## src/rtl/dsp_file_server.sv

```systemverilog
// Responder for the DSP file_num/file_active handshake: NUM_FILES circular word buffers plus a host load/drain port.
// Optional feature macro DSP_FILE_OVERWRITE_EN: writes to a full file overwrite the oldest word instead of faulting.
module dsp_file_server #(
    parameter int dw         = 32,
    parameter int NUM_FILES  = 4,
    parameter int DEPTH_LOG2 = 4
) (
    input  logic          wb_clk,
    input  logic          wb_rst,
    input  logic [7:0]    file_num,
    input  logic          file_read,
    input  logic          file_write,
    input  logic [dw-1:0] file_write_data,
    output logic [dw-1:0] file_read_data,
    output logic          file_active,
    output logic [dw-1:0] rd_ptr,
    output logic [dw-1:0] wr_ptr,
    input  logic [7:0]    host_file,
    input  logic          host_write,
    input  logic          host_read,
    input  logic [dw-1:0] host_wdata,
    output logic [dw-1:0] host_rdata,
    output logic          host_ack,
    output logic          error,
    output logic [2:0]    error_status,
    output logic [2:0]    fsm_state
);
    localparam int FW = (NUM_FILES > 1) ? $clog2(NUM_FILES) : 1;
    localparam int PW = DEPTH_LOG2 + 1;
    localparam int AW = FW + DEPTH_LOG2;
    localparam logic [7:0] NUM_FILES_B = 8'(NUM_FILES);
`ifdef DSP_FILE_OVERWRITE_EN
    localparam bit OVERWRITE = 1'b1;
`else
    localparam bit OVERWRITE = 1'b0;
`endif

    typedef enum logic [2:0] {
        S_IDLE    = 3'd0,
        S_ACCESS  = 3'd1,
        S_ACTIVE  = 3'd2,
        S_HOLD    = 3'd3,
        S_RELEASE = 3'd4,
        S_HOST    = 3'd5
    } state_t;

    state_t          state, next_state;
    logic [dw-1:0]   mem [NUM_FILES << DEPTH_LOG2];
    logic [PW-1:0]   rp [NUM_FILES];
    logic [PW-1:0]   wp [NUM_FILES];

    logic [7:0]      eng_file, hst_file;
    logic            eng_is_read, hst_is_pop;
    logic [dw-1:0]   eng_wdata, hst_wdata;

    logic            op_en, op_read, op_bad, op_empty, op_full;
    logic [7:0]      op_file;
    logic [FW-1:0]   op_idx;
    logic [dw-1:0]   op_wdata, pop_word;
    logic [PW-1:0]   cur_rp, cur_wp;
    logic            do_pop, do_push;
    logic [2:0]      fault;
    logic            req_level;
    logic [FW-1:0]   sel_idx;
    logic            sel_bad;

    // Engine request level that keeps the handshake in HOLD, chosen by the latched direction.
    assign req_level = eng_is_read ? file_read : file_write;

    always_comb begin
        next_state = state;
        case (state)
            S_IDLE: begin
                if (file_read || file_write)      next_state = S_ACCESS;
                else if (host_write || host_read) next_state = S_HOST;
            end
            S_ACCESS:  next_state = S_ACTIVE;
            S_ACTIVE:  next_state = S_HOLD;
            S_HOLD:    if (!req_level) next_state = S_RELEASE;
            S_RELEASE: next_state = S_IDLE;
            S_HOST:    next_state = S_IDLE;
            default:   next_state = S_IDLE;
        endcase
    end

    // One shared access datapath serves both the engine (ACCESS) and the host (HOST).
    always_comb begin
        op_en    = (state == S_ACCESS) || (state == S_HOST);
        op_file  = (state == S_HOST) ? hst_file : eng_file;
        op_read  = (state == S_HOST) ? hst_is_pop : eng_is_read;
        op_wdata = (state == S_HOST) ? hst_wdata : eng_wdata;
        op_bad   = op_file >= NUM_FILES_B;
        op_idx   = op_file[FW-1:0];
        cur_rp   = rp[op_idx];
        cur_wp   = wp[op_idx];
        op_empty = (cur_rp == cur_wp);
        op_full  = (cur_rp[PW-1] != cur_wp[PW-1]) &&
                   (cur_rp[DEPTH_LOG2-1:0] == cur_wp[DEPTH_LOG2-1:0]);
        do_pop   = op_en && !op_bad && op_read && !op_empty;
        do_push  = op_en && !op_bad && !op_read && (!op_full || OVERWRITE);
        pop_word = do_pop ? mem[{op_idx, cur_rp[DEPTH_LOG2-1:0]}] : '0;
        fault    = {op_en && op_bad,
                    op_en && !op_bad && !op_read && op_full && !OVERWRITE,
                    op_en && !op_bad && op_read && op_empty};
    end

    always_ff @(posedge wb_clk) begin
        if (do_push) mem[{op_idx, cur_wp[DEPTH_LOG2-1:0]}] <= op_wdata;
    end

    always_ff @(posedge wb_clk) begin
        if (wb_rst) begin
            state          <= S_IDLE;
            file_read_data <= '0;
            host_rdata     <= '0;
            host_ack       <= 1'b0;
            error          <= 1'b0;
            error_status   <= '0;
            eng_file       <= '0;
            eng_is_read    <= 1'b0;
            eng_wdata      <= '0;
            hst_file       <= '0;
            hst_is_pop     <= 1'b0;
            hst_wdata      <= '0;
            for (int i = 0; i < NUM_FILES; i++) begin
                rp[i] <= '0;
                wp[i] <= '0;
            end
        end else begin
            state        <= next_state;
            host_ack     <= (state == S_HOST);
            error        <= |fault;
            error_status <= error_status | fault;
            if (state == S_IDLE) begin
                if (file_read || file_write) begin
                    eng_file    <= file_num;
                    eng_is_read <= file_read;
                    eng_wdata   <= file_write_data;
                end else if (host_write || host_read) begin
                    hst_file   <= host_file;
                    hst_is_pop <= host_read;
                    hst_wdata  <= host_wdata;
                end
            end
            if (state == S_ACCESS && eng_is_read) file_read_data <= pop_word;
            if (state == S_HOST && hst_is_pop)    host_rdata     <= pop_word;
            if (do_pop) rp[op_idx] <= cur_rp + PW'(1);
            if (do_push) begin
                wp[op_idx] <= cur_wp + PW'(1);
                // Overwriting a full file discards the oldest word, so the reader skips it.
                if (op_full) rp[op_idx] <= cur_rp + PW'(1);
            end
        end
    end

    assign file_active = (state == S_ACTIVE) || (state == S_HOLD);
    assign fsm_state   = state;
    assign sel_idx     = file_num[FW-1:0];
    assign sel_bad     = file_num >= NUM_FILES_B;
    assign rd_ptr      = sel_bad ? '0 : {{(dw-PW){1'b0}}, rp[sel_idx]};
    assign wr_ptr      = sel_bad ? '0 : {{(dw-PW){1'b0}}, wp[sel_idx]};
endmodule
```

## config.mk

```make
export PLATFORM = sky130hd
export DESIGN_NAME = dsp_file_server
export DESIGN_NICKNAME = d
export VERILOG_FILES = /design/src/rtl/dsp_file_server.sv
export SDC_FILE = /design/constraint.sdc
export NUM_CORES = 2
export LEC_CHECK = 0
export ABC_AREA = 1
export CORE_UTILIZATION = 55
export CTS_CLUSTER_DIAMETER = 200
export DETAILED_ROUTE_END_ITERATION = 12
export PLACE_DENSITY = 0.75
export SLEW_MARGIN = 0
export SYNTH_ARGS = -nofsm -noshare
export SYNTH_HDL_FRONTEND = slang
export SYNTH_SLANG_ARGS = --single-unit
```

## constraint.sdc

```tcl
create_clock -name wb_clk -period 4.58 [get_ports wb_clk]
set_clock_uncertainty 0.15 [all_clocks]
set_input_delay 1.374 -clock wb_clk [delete_from_list [all_inputs] [get_ports wb_clk]]
set_output_delay 1.374 -clock wb_clk [all_outputs]
set_load 0.02 [all_outputs]
```

==> impl_metrics.env <==
export IMPL_syn_instance_count=7934
export IMPL_ys_seq_area_share_pct=72.2
export IMPL_cts_root_buf="clkbuf_16"
export IMPL_syn_avg_cell_area_um2=11.5
export IMPL_netlist_top_cell_by_area="edfxtp_1"
export IMPL_ys_types=37
export IMPL_yosysTopAreaCellShare_pct=68.9
export IMPL_antenna_found_initial=3
export IMPL_synth_ff_type="edfxtp_1"
export IMPL_port_buffer_count=168
export IMPL_final_hold_viol_count=0
export IMPL_drtPass1Iterations=12
export IMPL_grt_max_degree=223
export IMPL_h_tree_depth=4
export IMPL_hold_class="flop to flop"
export IMPL_grt_pass1_wl_um=371000
export IMPL_synth_seq_cells=2242
export IMPL_yosysMostFrequentCell="nand2_1"
export IMPL_synth_edff_count=2088
export IMPL_max_cap_violations=0
export IMPL_worst_setup_path_start_kind="primary input"
export IMPL_dpl_hpwl_um=139000
export IMPL_drive_above_1_share_pct=9.02
export IMPL_grt_use_total_pct=29.5
export IMPL_grt_pass1_vias=61300
export IMPL_slew_violations=0
export IMPL_holdWs_ns=0.308
export IMPL_insertion_delay_ns=0.85
export IMPL_totalWireLength_um=249000
export IMPL_gr_total_overflow=0
export IMPL_place_area_mm2=0.0974
export IMPL_route_detailed_drc=2
export IMPL_cts_tree="done"
export IMPL_cp_required_ns=3.06
export IMPL_via_per_inst=6.07
export IMPL_tightest_slew_ns=1.37
export IMPL_criticalPathCategory="primary input to output port"
export IMPL_crit_fanout=5
export IMPL_io_pins=223
export IMPL_power_density_mw_per_mm2=512
export IMPL_fin_nets=8167
export IMPL_finalCoreUtilization_pct=63.8
export IMPL_finalSetupViolCount=0
export IMPL_endpoint_kind="output port"
export IMPL_ys_async_sr_fraction_pct=0
export IMPL_cp_arrival_ns=2.99
export IMPL_slew_headroom_pct=8.40
export IMPL_p_leak_uw=0.0375
export IMPL_syn_area_mm2=0.0911
export IMPL_initial_core_util_pct=55.7
export IMPL_outcome="finished, violations left"
export IMPL_clk_path_buf_depth=3
export IMPL_die_w_um=409
export IMPL_dr_total_vias=63400
export IMPL_fill_cells=11600
export IMPL_layout_area_overhead_vs_synth_pct=14.5
export IMPL_gp_congestion=0.909
export IMPL_routedWlPerCell_um=23.9
export IMPL_finalSetupTns_ns=0
export IMPL_synth_commonest_cells="2222 x nand2_1, 2088 x edfxtp_1, 2022 x nand3_1, 304 x buf_2, 254 x nor2_1"
export IMPL_fp_dieArea_mm2=0.167
export IMPL_cts_sinks=2242
export IMPL_rsz0062_at_grt="yes"
export IMPL_post_route_period_util_pct=98.6
export IMPL_core_mm2=0.164
export IMPL_peakVddDrop_mv=0.391
export IMPL_drtIter0Drc=9263
export IMPL_max_freq_mhz=221
export IMPL_fin_crit_ns=4.52
export IMPL_fp_row_count=148
export IMPL_cts_setup_buffers=0
export IMPL_final_area_mm2=0.104
export IMPL_ys_top_cells_by_area="edfxtp_1 69%, nand3_1 11%, nand2_1 9.2%, dfxtp_1 3.4%, buf_2 1.7%"
export IMPL_dieHeight_um=409
export IMPL_failed_checks="design-rule violations"
export IMPL_path_clk_slew_ns=0.06
export IMPL_p_total_uw=53400
export IMPL_ys_warn_count=0
export IMPL_cts_hold_buf=0
export IMPL_ant_nets=0
export IMPL_numCtsBuffers=211
## power breakdown
| part | total (µW) | leakage, µW | internal [µW] | switching [µW] |
|---|---|---|---|---|
| clock network | 17300 | 0.00333 | 9710 | 7580 |
| registers | 23400 | 0.0204 | 23300 | 80.1 |
| logic | 12700 | 0.0138 | 3560 | 9090 |
| total | 53400 | 0.0375 | 36600 | 16800 |
## final cells by class
type | count | area, µm² | share of cell area, %
Antenna cell | 4 | 10.0 | 0.00960
Clock buffer | 264 | 5600 | 5.37
Clock inverter | 134 | 1260 | 1.21
Inverter | 164 | 637 | 0.611
Multi-Input combinational cell | 5000 | 23000 | 22.1
Sequential cell | 2242 | 65800 | 63.1
Tap cell | 2175 | 2720 | 2.61
Timing Repair Buffer | 460 | 5280 | 5.06
## worst max-delay path, stage by stage
cell,delay [ns]
clkdlybuf4s50_1,0.42
nor4_1,0.28
nand2_1,0.20
buf_4,0.20
a21oi_1,0.17
clkdlybuf4s15_1,0.34
## per-layer routing
metal | GRT usage, % | share of wire, %
met5 | 0 | 0
met2 | 48.0 | 48
met3 | 4.28 | 10
met4 | 13.3 | 4.5
met1 | 39.5 | 37
## placed cells by master (no fill, tap or decap), drive strengths merged, types with 3 or more instances in the layout
cell / n
nand2: 2230
edfxtp: 2088
nand3: 2023
buf: 293
clkbuf: 271
nor2: 260
o21ai: 201
inv: 173
a21oi: 167
clkdlybuf4s50: 158
dfxtp: 154
clkinv: 96
conb: 54
nand3b: 27
bufinv: 18
clkinvlp: 11
nand4: 8
xor2: 6
or2: 5
diode: 4
o22ai: 4
nor3: 3
## path summary, 6_finish.rpt
path                         from               to  slack (ns)  cells past startpoint
setup / recovery      file_num[3]        rd_ptr[1]        0.06                      6
hold / removal    error_status[2]  error_status[2]        0.31                      2
setup reg to reg     fsm_state[2]   host_rdata[19]        0.33                     20
hold reg to reg   error_status[2]  error_status[2]        0.31                      2
## cell families (layout without fill, tap and decap cells)
logic type / after synthesis / after routing / synth area share [%]
other cells: 1 / 58 / 0.00412
compound gates: 378 / 378 / 2.11
xor+xnor: 6 / 6 / 0.0577
fa+ha+maj: 2 / 2 / 0.0275
buf+inv: 745 / 1022 / 3.75
simple gates: 4560 / 4560 / 21.8
flops: 2242 / 2242 / 72.2
## state kept, by name, indices dropped and copies added (netlist names)
signal and count:
eng_wdata 32, host_rdata 32, hst_wdata 32, hst_file 8
eng_is_read 1, file_read_data 32, wp 20, rp 20
error 1, fsm_state 3, hst_is_pop 1, error_status 3
mem 2048, eng_file 8, host_ack 1
## per-stage QoR
step,cells,setup WS (ns)
3_3_place_gp,10000,-0.478
3_5_place_dp,10000,-0.272
2_1_floorplan,7987,0.0286
5_1_grt,10400,-0.00212
6_report,10400,0.0634
4_1_cts,10400,-0.00820
## repair_timing
item / CTS / global route
setup endpoints to repair: 10 / 10
pin swaps: 0 / 1
resized for setup: 11 / 17
Power figures use the tool's default switching activity.
